===== config.mk =====
export PLATFORM = sky130hd
export DESIGN_NAME = alu_cmd_issuer
export DESIGN_NICKNAME = d
export VERILOG_FILES = /design/src/rtl/alu_pkg.sv /design/src/rtl/alu_rsp_fifo.sv /design/src/rtl/alu_cmd_issuer.sv
export SDC_FILE = /design/constraint.sdc
export NUM_CORES = 1
export LEC_CHECK = 0
export BUFFER_PORTS_ARGS = -buffer_cell sky130_fd_sc_hd__buf_4
export CAP_MARGIN = 20
export CELL_PAD_IN_SITES_DETAIL_PLACEMENT = 1
export CELL_PAD_IN_SITES_GLOBAL_PLACEMENT = 2
export CORE_MARGIN = 3
export CORE_UTILIZATION = 30
export CTS_CLUSTER_SIZE = 16
export DETAILED_ROUTE_END_ITERATION = 8
export GPL_ROUTABILITY_DRIVEN = 1
export HOLD_SLACK_MARGIN = 0.12
export PLACE_DENSITY = 0.64
export RECOVER_POWER = 25
export SLEW_MARGIN = 20
export SYNTH_ARGS = -nofsm -noshare
export SYNTH_HDL_FRONTEND = slang
export SYNTH_SLANG_ARGS = --single-unit

===== constraint.sdc =====
create_clock -name clk -period 4.49 [get_ports clk]
set_input_delay 0.449 -clock clk [delete_from_list [all_inputs] [get_ports clk]]
set_output_delay 0.449 -clock clk [all_outputs]
set_load 0.05 [all_outputs]

===== src/rtl/alu_pkg.sv =====
// Shared definitions for the ALU command issuer: opcodes, flag indices,
// FSM encoding, response entry width and the reference ALU function.
package alu_pkg;

  localparam logic [2:0] OP_ADD = 3'd0;
  localparam logic [2:0] OP_SUB = 3'd1;
  localparam logic [2:0] OP_AND = 3'd2;
  localparam logic [2:0] OP_OR  = 3'd3;
  localparam logic [2:0] OP_XOR = 3'd4;
  localparam logic [2:0] OP_SLL = 3'd5;
  localparam logic [2:0] OP_SRL = 3'd6;
  localparam logic [2:0] OP_NOT = 3'd7;

  localparam int FLG_Z = 0;
  localparam int FLG_C = 1;
  localparam int FLG_V = 2;

  typedef enum logic [0:0] {
    ST_IDLE = 1'b0,
    ST_WAIT = 1'b1
  } state_t;

  // Entry = {tag, overflow, carry, zero, result}
  function automatic int rsp_entry_w(input int tag_w);
    return tag_w + 3 + 8;
  endfunction

  // Returns {overflow, carry, zero, result}; SUB carry is the borrow out
  function automatic logic [10:0] alu_model(input logic [7:0] a,
                                            input logic [7:0] b,
                                            input logic [2:0] op);
    logic [8:0] wide;
    logic       v;
    wide = 9'd0;
    v    = 1'b0;
    case (op)
      OP_ADD: begin
        wide = {1'b0, a} + {1'b0, b};
        v    = (a[7] == b[7]) && (wide[7] != a[7]);
      end
      OP_SUB: begin
        wide = {1'b0, a} - {1'b0, b};
        v    = (a[7] != b[7]) && (wide[7] != a[7]);
      end
      OP_AND:  wide = {1'b0, a & b};
      OP_OR:   wide = {1'b0, a | b};
      OP_XOR:  wide = {1'b0, a ^ b};
      OP_SLL:  wide = {1'b0, a << b[2:0]};
      OP_SRL:  wide = {1'b0, a >> b[2:0]};
      default: wide = {1'b0, ~a};
    endcase
    return {v, wide[8], (wide[7:0] == 8'd0), wide[7:0]};
  endfunction

endpackage


===== src/rtl/alu_rsp_fifo.sv =====
// Synchronous show-ahead FIFO; head is valid whenever empty is low.
module alu_rsp_fifo #(
  parameter int WIDTH = 8,
  parameter int DEPTH = 4,
  localparam int AW  = $clog2(DEPTH),
  localparam int CW  = AW + 1
) (
  input  logic             clk,
  input  logic             rst_n,
  input  logic             push,
  input  logic [WIDTH-1:0] push_data,
  input  logic             pop,
  output logic [WIDTH-1:0] head,
  output logic             full,
  output logic             empty,
  output logic [CW-1:0]    count
);

  logic [WIDTH-1:0] mem [DEPTH];
  logic [AW-1:0]    wr_ptr;
  logic [AW-1:0]    rd_ptr;
  logic             do_push;
  logic             do_pop;

  assign full    = (count == CW'(DEPTH));
  assign empty   = (count == '0);
  assign do_push = push && !full;
  assign do_pop  = pop && !empty;
  assign head    = mem[rd_ptr];

  always_ff @(posedge clk or negedge rst_n) begin
    if (!rst_n) begin
      wr_ptr <= '0;
      rd_ptr <= '0;
      count  <= '0;
      for (int i = 0; i < DEPTH; i++) mem[i] <= '0;
    end else begin
      if (do_push) begin
        mem[wr_ptr] <= push_data;
        wr_ptr      <= wr_ptr + 1'b1;
      end
      if (do_pop) rd_ptr <= rd_ptr + 1'b1;
      case ({do_push, do_pop})
        2'b10:   count <= count + 1'b1;
        2'b01:   count <= count - 1'b1;
        default: count <= count;
      endcase
    end
  end

endmodule


===== src/rtl/alu_cmd_issuer.sv =====
// Issues one command at a time to a registered 8-bit ALU and queues tagged
// responses. Define ALU_CHECK_EN to add the golden-model result checker.
module alu_cmd_issuer
  import alu_pkg::*;
#(
  parameter int TAG_W     = 4,
  parameter int RSP_DEPTH = 4,
  parameter int ALU_LAT   = 1
) (
  input  logic             clk,
  input  logic             rst_n,
  input  logic             cmd_valid,
  output logic             cmd_ready,
  input  logic [7:0]       cmd_a,
  input  logic [7:0]       cmd_b,
  input  logic [2:0]       cmd_op,
  input  logic [TAG_W-1:0] cmd_tag,
  output logic [7:0]       alu_a,
  output logic [7:0]       alu_b,
  output logic [2:0]       alu_opcode,
  input  logic [7:0]       alu_result,
  input  logic             alu_zero,
  input  logic             alu_carry,
  input  logic             alu_overflow,
  output logic             rsp_valid,
  input  logic             rsp_ready,
  output logic [7:0]       rsp_result,
  output logic [2:0]       rsp_flags,
  output logic [TAG_W-1:0] rsp_tag,
  output logic             busy
`ifdef ALU_CHECK_EN
  ,
  output logic             rsp_mismatch,
  output logic [7:0]       err_count
`endif
);

  localparam int WCW = $clog2(ALU_LAT + 1);
  localparam int CW  = $clog2(RSP_DEPTH) + 1;
`ifdef ALU_CHECK_EN
  localparam int EW  = rsp_entry_w(TAG_W) + 1;
`else
  localparam int EW  = rsp_entry_w(TAG_W);
`endif

  state_t           state;
  logic [WCW-1:0]   wait_cnt;
  logic [TAG_W-1:0] tag_q;
  logic             accept;
  logic             push;
  logic             pop;
  logic [EW-1:0]    push_data;
  logic [EW-1:0]    head;
  logic             fifo_full;
  logic             fifo_empty;
  logic [CW-1:0]    fifo_count;

  assign accept    = cmd_valid && cmd_ready;
  assign push      = (state == ST_WAIT) && (wait_cnt == '0);
  assign pop       = rsp_valid && rsp_ready;
  assign rsp_valid = !fifo_empty;
  assign busy      = (state != ST_IDLE) || (fifo_count != '0);

  // cmd_ready is registered: it predicts next-cycle occupancy from push/pop
  always_ff @(posedge clk or negedge rst_n) begin
    if (!rst_n) begin
      state      <= ST_IDLE;
      wait_cnt   <= '0;
      tag_q      <= '0;
      alu_a      <= '0;
      alu_b      <= '0;
      alu_opcode <= '0;
      cmd_ready  <= 1'b0;
    end else begin
      case (state)
        ST_IDLE: begin
          if (accept) begin
            alu_a      <= cmd_a;
            alu_b      <= cmd_b;
            alu_opcode <= cmd_op;
            tag_q      <= cmd_tag;
            wait_cnt   <= WCW'(ALU_LAT);
            state      <= ST_WAIT;
            cmd_ready  <= 1'b0;
          end else begin
            cmd_ready  <= !(fifo_full && !pop);
          end
        end
        default: begin
          if (wait_cnt != '0) begin
            wait_cnt  <= wait_cnt - 1'b1;
            cmd_ready <= 1'b0;
          end else begin
            state     <= ST_IDLE;
            cmd_ready <= !((fifo_count == CW'(RSP_DEPTH - 1)) && !pop);
          end
        end
      endcase
    end
  end

`ifdef ALU_CHECK_EN
  logic [10:0] exp_q;
  logic [7:0]  err_q;
  logic        mismatch;

  function automatic logic [7:0] sat_inc(input logic [7:0] v);
    return (v == 8'hFF) ? v : v + 8'd1;
  endfunction

  assign mismatch = (exp_q != {alu_overflow, alu_carry, alu_zero, alu_result});

  always_ff @(posedge clk or negedge rst_n) begin
    if (!rst_n) begin
      exp_q <= '0;
      err_q <= '0;
    end else begin
      if (accept) exp_q <= alu_model(cmd_a, cmd_b, cmd_op);
      if (push && mismatch) err_q <= sat_inc(err_q);
    end
  end

  assign push_data    = {mismatch, tag_q, alu_overflow, alu_carry, alu_zero, alu_result};
  assign rsp_mismatch = head[EW-1];
  assign err_count    = err_q;
`else
  assign push_data    = {tag_q, alu_overflow, alu_carry, alu_zero, alu_result};
`endif

  alu_rsp_fifo #(
    .WIDTH (EW),
    .DEPTH (RSP_DEPTH)
  ) u_fifo (
    .clk       (clk),
    .rst_n     (rst_n),
    .push      (push),
    .push_data (push_data),
    .pop       (pop),
    .head      (head),
    .full      (fifo_full),
    .empty     (fifo_empty),
    .count     (fifo_count)
  );

  assign rsp_result = head[7:0];
  assign rsp_flags  = {head[8 + FLG_V], head[8 + FLG_C], head[8 + FLG_Z]};
  assign rsp_tag    = head[11 +: TAG_W];

endmodule


### Word-level counts from Yosys, hierarchy flattened

Cells that the tools add are included.

* $add $sub $neg: 5
* $mul: 0
* div/mod/pow operators: 0
* magnitude comparators: 3
* equality and inequality tests: 4
* shift-type cells: 0
* muxes and demuxes: 16
* bitwise gates (word level): 4
* reductions and logical operators: 19

Operators with widths (count)
* $bwmux W60: 1
* $mux W15: 3
* $bmux W15 S2: 1
* $demux W15 S2: 1
* $mux W1: 9
* $logic_and A1 B1 Y1: 8
* $ge A3 B3 Y1 const B: 2
* $not A2 Y3: 2
* $pmux W3 S2: 1
* $logic_not A1 Y1: 5
* $add A2 B1 Y2 const B: 2
* $reduce_bool A2 Y1: 2
* $add A3 B1 Y3 const B: 1
* $eq A3 B2 Y1 const B: 1
* $eq A3 B3 Y1 const B: 1
* $logic_not A3 Y1: 1
* $lt A3 B1 Y1 const B: 1
* $reduce_bool A3 Y1: 1
* $sub A3 B1 Y3 const B: 1
* $eq A2 B1 Y1 const B: 1
* $eq A2 B2 Y1 const B: 1
* $not A1 Y1: 2
* $reduce_and A2 Y1: 1
* $logic_or A1 B1 Y1: 1
* $sub A1 B1 Y1 const B: 1

* register bits: 93
* bits in latches: 0
* bits in writable memories: 0
* bits in read-only memories: 0
* input bits: 38
* word-level logic and storage cells: 65
* memories: 0

### Depth between registers and ports, before layout

Gate-level depths: netlist (run 1).

* word-level depth: 8
* mapped depth: 9

### Cells and area by module

Synthesis (run 1) repeated with hierarchy kept, for this count alone.

* cells, all modules: 248
* area, all modules: 4093.9 sq um

Modules (own cells, without submodules)
* alu_rsp_fifo: instances 1, cells an instance 183, area each 3001.6 sq um, sequential area each 1676.6 sq um
* alu_cmd_issuer: instances 1, cells an instance 65, area each 1092.3 sq um, sequential area each 650.6 sq um

### Worst setup path before layout (run 1)

Ideal clock, no wire load.

* path type: register -> register
* start point: register u_fifo.count[0]
* end point: register u_fifo.count[2]
* setup time: 79 ps
* arrival time: 2026 ps
* setup slack: 2384 ps
* stages on the path, launching flop included: 10
* path buffers: 0
* cell sequence: dfrtp_1 or3b_4 and2_2 inv_1 ha_1 inv_1 fa_1 xor2_1 nor2_1 xor2_1

* word-level cells in the longest chain between the ends: 6

RTL lines
* start, declared: line alu_rsp_fifo.sv:16 `output logic [CW-1:0] count`
* start signal, assigned: line alu_rsp_fifo.sv:44 `2'b10: count <= count + 1'b1;`
* start signal, assigned: line alu_rsp_fifo.sv:45 `2'b01: count <= count - 1'b1;`
* start signal, assigned: line alu_rsp_fifo.sv:46 `default: count <= count;`
* $logic_not A3 Y1: line alu_rsp_fifo.sv:26 `assign empty = (count == '0);`
* $logic_not A1 Y1: line alu_rsp_fifo.sv:28, alu_cmd_issuer.sv:61
* $logic_and A1 B1 Y1: line alu_cmd_issuer.sv:60 `assign pop = rsp_valid && rsp_ready;`
* $logic_and A1 B1 Y1: line alu_rsp_fifo.sv:28 `assign do_pop = pop && !empty;`
* $eq A2 B1 Y1 / $eq A2 B2 Y1 (equally long branches): line alu_rsp_fifo.sv:43 `case ({do_push, do_pop})`
* $pmux W3 S2 / $reduce_bool A2 Y1 (equally long branches)

Parallel ways exist; a longest one is shown, timed or not.
A chain may end at the register's enable or synchronous reset.

### Worst setup path after layout (run 1)

* start point: register u_fifo.rd_ptr[0]
* end point: output rsp_result[0]

* word-level cells in the longest chain between the ends: 4

RTL lines
* start, declared: line alu_rsp_fifo.sv:21 `logic [AW-1:0] rd_ptr;`
* start signal, assigned: line alu_rsp_fifo.sv:42 `if (do_pop) rd_ptr <= rd_ptr + 1'b1;`
* $not A2 Y3 (implied by the code): line alu_rsp_fifo.sv:29 `assign head = mem[rd_ptr];`
* $bmux W15 S2: line alu_rsp_fifo.sv:29
* $mux W15 (implied by the code) (2 in series): line alu_rsp_fifo.sv:29
* end, declared: line alu_cmd_issuer.sv:27 `output logic [7:0] rsp_result,`

No other way between the ends. The select of a mux whose other input is x is not followed.

==> results of run 1 <==
[cell type report]
cell class	instances	area [um^2]	area share
Multi-Input combinational cell	134	1705	0.3324
Clock inverter	1	5.005	0.0009754
Timing Repair Buffer	77	581.8	0.1134
Sequential cell	93	2328	0.4538
Inverter	6	22.52	0.004389
Tap cell	176	220.2	0.04292
Clock buffer	15	267.8	0.05218
[final timing paths]
kind,from,end,slack (ns),cells after the start
worst max-delay path,u_fifo.rd_ptr[0]$_DFFE_PN0P_,rsp_result[0],2.12,2
worst min-delay path,rst_n,u_fifo.mem[50]$_DFFE_PN0P_,0.17,1
worst max register to register,state$_DFF_PN0_,u_fifo.mem[3]$_DFFE_PN0P_,2.16,3
worst min register to register,u_fifo.mem[2]$_DFFE_PN0P_,u_fifo.mem[2]$_DFFE_PN0P_,0.50,1
max in group asynchronous,rst_n,u_fifo.mem[19]$_DFFE_PN0P_,3.36,2
min in group clk,cmd_a[4],alu_a[4]$_DFFE_PN0P_,0.33,2
[routing by layer]
layer / up-vias / global-route usage / routed length, um
li1: 1026 / - / -
met1: 1227 / 0.1534 / 3855
met2: 44 / 0.2055 / 4388
met3: 11 / 0.04588 / 370
met4: 0 / 0.03675 / 116
met5: - / 0 / 0
[state kept, by name (all words and copies together) (netlist names)]
name and cells:
alu_opcode 3, alu_a 8, tag_q 4, u_fifo.wr_ptr 2, alu_b 8, u_fifo.count 3, u_fifo.mem 60, wait_cnt 1
state 1, cmd_ready 1, u_fifo.rd_ptr 2
[critical path, delay by kind of cell (launching register included)]
| kind | cells | cell delay (ns) |
|---|---|---|
| flops | 1 | 0.76 |
| mux | 1 | 0.61 |
| buf+inv | 1 | 0.21 |
[kinds of logic after synthesis]
logic type      count (synthesis)  share of synthesized area
buf+inv                        20                    0.04107
xor+xnor                        6                    0.01250
mux                            99                     0.3408
compound gates                  4                   0.005951
simple gates                   19                    0.02649
fa+ha+maj                       6                    0.01964
flops                          93                     0.5536
[synthesized netlist by cell type]
| master | number | area, um^2 |
|---|---|---|
| or3b_4 | 1 | 11.26 |
| mux2_4 | 40 | 600.6 |
| dfrtp_1 | 93 | 2327 |
| or2_2 | 1 | 6.260 |
| and3_1 | 4 | 25.02 |
| inv_1 | 6 | 22.52 |
| nand2_1 | 2 | 7.510 |
| mux4_2 | 15 | 337.8 |
| a21oi_1 | 2 | 10.01 |
| nor4_1 | 1 | 6.260 |
| nor2b_1 | 1 | 6.260 |
| xor2_1 | 3 | 26.28 |
| buf_6 | 4 | 45.04 |
| nor3_1 | 2 | 10.01 |
| and2_2 | 1 | 7.510 |
| nand3_1 | 1 | 5.000 |
| buf_12 | 4 | 80.08 |
| clkbuf_1 | 4 | 15.01 |
| o31a_2 | 1 | 10.01 |
| nor2_1 | 3 | 11.26 |
| ha_1 | 5 | 62.56 |
| or3_2 | 1 | 7.510 |
| xnor2_1 | 3 | 26.28 |
| o21ai_0 | 1 | 5.000 |
| mux2i_1 | 1 | 10.01 |
| buf_2 | 2 | 10.01 |
| nand3b_1 | 1 | 7.510 |
| mux2_2 | 43 | 484.2 |
| fa_1 | 1 | 20.02 |
[cell usage in the layout, fill, tap and decap left out, drive strengths merged, types with 3 or more instances in the layout]
cell type,synthesis,final
dfrtp,93,93
mux2,83,83
buf,10,77
mux4,15,15
clkbuf,4,15
inv,6,6
ha,5,5
and3,4,4
nor2,3,3
xnor2,3,3
xor2,3,3
[per-stage QoR]
| step | instance area, um^2 | util |
|---|---|---|
| finish | 5131 | 0.3814 |
| global route | 5131 | 0.3814 |
| CTS | 5131 | 0.3814 |
| detailed placement | 4858 | 0.3611 |
| global placement | 4845 | 0.3601 |
| floorplan | 4204 | - |
==> reports/metrics.yaml, run 1 <==
outcome: "finished, final reports clean"
postRouteAntennaNets: 0
drv_slew: 0
drt-total-wl_mm: 8.731
worstPathMaxFanout: 17
setup_viol: 0
syn_nets: 291
slowest_stage: "dfrtp_2"
cts_made_buffers: 9
vias_per_cell: 4.598
holdBufCountCts: 0
antenna_found_initial: 0
ys_ff_latch: 93
initial_core_util: 0.3125
clk_pin_slew_ns: 0.06
die_h_um: 124.4
tightest_slew_ns: 1.096
track_usage: 0.1247
slew_headroom: 0.2691
hold_violations: 0
ioPinCount: 75
seq_area_frac_synth: 0.5536
hp-class: "in -> async"
core-area_um2: 13450
worstPathRequired_ns: 4.04
grt_pass1_wl_mm: 15.10
max_freq_mhz: 422.7
drt_iter0_drc: 71
rsz0062_at_grt: "false"
wl_per_cell_um: 17.39
stdcell_count: 502
dp.cells: 486
firstDrtPassIters: 4
place.gp.congestion: 0.6841
die_w_um: 124.4
drc: 0
cts_root_buf: "clkbuf_16"
syn_inst: 247
start_kind: "register"
grt-ovfl-total: 0
max-clock-path-buffers: 2
cts_setup_buffers: 0
hpwl_mm: 5.621
finalCritPeriodShare: 0.5269
synth_warnings: 0
layout.nets: 365
finalSetupTns_ns: 0
grt_max_degree: 63
cts_tree: "yes"
crit_path_end_kind: "primary output"
area_growth_pct: 22.05
antennaDiodeCount: 0
port_buffers: 74
final.setup.worst_slack_ns: 2.124
drive_above_1_share: 0.5951
critical-path-max-stage-delay_ns: 0.76
clk_latency_ns: 0.34
first_global_vias: 2712
crit_arrival_ns: 1.92
cts.sinks: 93
num_rows: 42
netlist_area_um2: 4204
post-place-ws_ns: 2.086
num_vias: 2308
max-cap-violations: 0
fillers: 1404
cts_resized: 0
cp_cell_sequence: "mux4_2, buf_4"
netlist-cell-type-count: 29
skew_ns: 0.007236
h-tree-depth: 3
fp.dieArea_um2: 15470
critical_path_class: "reg -> out"
period_minus_slack_ns: 2.366
syn-mean-instance-area_um2: 17.02
whs_ns: 0.1744
Power of run 1 is not shown: default switching activity piles up to over one toggle a cycle in this logic, so the estimate is an artifact.
==> run 2, diff against run 1 <==
Clock period 4.49 ns to 2.4 ns, I/O delays scaled along.
==> run 2 against run 1 <==
Against the previous run: critical path depth rose by 7; via count up 3.1%; worst setup slack worse by 2.0 ns; global-route usage decreased by 0.53 points; hold slack got worse by 0.037 ns; critical endpoint is now u_fifo.count[2]$_DFFE_PN0P_; final cell count increased by 3.8%; die area is the same; core utilization up 1.5 points.
==> reports/metrics.yaml, run 2 (same netlist as run 1, synthesis figures left out) <==
period_minus_slack_ns: 2.236
hp-class: "in -> reg"
h-tree-depth: 3
r2r_slack_ns: 0.16
die_h_um: 124.4
cts_tree: "yes"
num_rows: 42
met3_usage: 0.04117
hold_violations: 0
grt_busiest_layer: "met2"
grt_pass1_wl_mm: 14.62
clk_pin_slew_ns: 0.06
r2r_cells: 9
final.setup.worst_slack_ns: 0.1639
cts_made_buffers: 9
worstPathRequired_ns: 2.66
max-cap-violations: 0
core-area_um2: 13450
finalSetupTns_ns: 0
clk_latency_ns: 0.34
fin_util: 0.3961
first_global_vias: 2755
firstDrtPassIters: 3
r2r-start: "u_fifo.count[0]$_DFFE_PN0P_"
port_buffers: 74
fp.dieArea_um2: 15470
antenna_found_initial: 0
cts_setup_buffers: 0
final_common_cell: "dfrtp_1"
worstPathMaxFanout: 7
met1_usage: 0.1506
wl_per_cell_um: 16.36
ioPinCount: 75
final_cell_mix: "92 x dfrtp_1, 69 x buf_4, 43 x mux2_2, 40 x mux2_4, 16 x dlygate4sd3_1"
drc: 0
place.gp.congestion: 0.6806
crit_arrival_ns: 2.50
setup_viol: 0
layout.nets: 387
slew_headroom: 0.2747
grt_max_degree: 54
hold_depth: 2
antennaDiodeCount: 0
drt_iter0_drc: 80
initial_core_util: 0.3125
vias_per_cell: 4.568
cts.sinks: 93
start_kind: "register"
max_freq_mhz: 447.2
largest_register_ffs: 60
max-clock-path-buffers: 2
tightest_slew_ns: 1.088
outcome: "finished, final reports clean"
die_w_um: 124.4
postRouteAntennaNets: 0
grt-ovfl-total: 0
finalCritPeriodShare: 0.9317
num_vias: 2380
drt-total-wl_mm: 8.521
skew_ns: 0.005661
grt_use_met2: 0.1947
drv_slew: 0
rr_endpoint: "u_fifo.count[2]$_DFFE_PN0P_"
critPathCapture: "u_fifo.count[2]$_DFFE_PN0P_"
drive_above_1_share: 0.5449
crit_path_end_kind: "register"
track_usage: 0.1194
area_growth_pct: 26.76
startpoint: "u_fifo.count[0]$_DFFE_PN0P_"
reg_top3: "u_fifo.mem x60, alu_a x8, alu_b x8"
critical_path_class: "reg -> reg"
top_register: "u_fifo.mem"
post-place-ws_ns: 0.1621
hpwl_mm: 5.654
cts_root_buf: "clkbuf_16"
[run 2: critical path, stage by stage (launching register included)]
cell and delay, ns:
dfrtp_2 0.44, or3b_4 0.44, and2_2 0.23, inv_1 0.06, ha_2 0.18, inv_1 0.05
fa_1 0.37, xor2_1 0.15, nor2_1 0.11, xor2_1 0.15
[run 2: timing repair]
action | in CTS | in global routing
hold buffers | 15 | 1
resized for setup | 0 | 2
endpoints found under the setup margin | 0 | 1
endpoints found under the hold margin | 54 | 1
[run 2: metrics by stage]
stage / hold slack, ns / instance area [um^2] / instances
finish: 0.1370 / 5329 / 521
global route: 0.1210 / 5329 / 521
CTS: 0.1211 / 5363 / 520
detailed placement: 0.2664 / 4910 / 492
global placement: 0.2714 / 4910 / 492
floorplan: -0.05559 / 4204 / 247
[run 2: worst min path at each step]
stage	from	endpoint	slack [ns]
after floorplan	rst_n	alu_a[0]$_DFFE_PN0P_	-0.06
after global placement	rst_n	u_fifo.mem[35]$_DFFE_PN0P_	0.27
after detailed placement	rst_n	u_fifo.mem[50]$_DFFE_PN0P_	0.27
after CTS	cmd_a[3]	alu_a[3]$_DFFE_PN0P_	0.12
after global routing	cmd_b[5]	alu_b[5]$_DFFE_PN0P_	0.12
final	cmd_b[3]	alu_b[3]$_DFFE_PN0P_	0.14
[run 2: area by class of cell]
type	instances	area (um^2)
inverter	6	22.52
tap	176	220.2
multi-input combinational	134	1707
clock buffer	11	242.7
sequential	93	2328
clock inverter	2	60.06
timing repair buffer	99	748.2
fill	1424	8124
[run 2: routing by layer]
metal  up-vias  routed length, um
li1       1074                  -
met1      1255               3700
met2        42               4387
met3         9                320
met4         0                113
met5         -                  0
Power of run 2 is left out for the same reason.
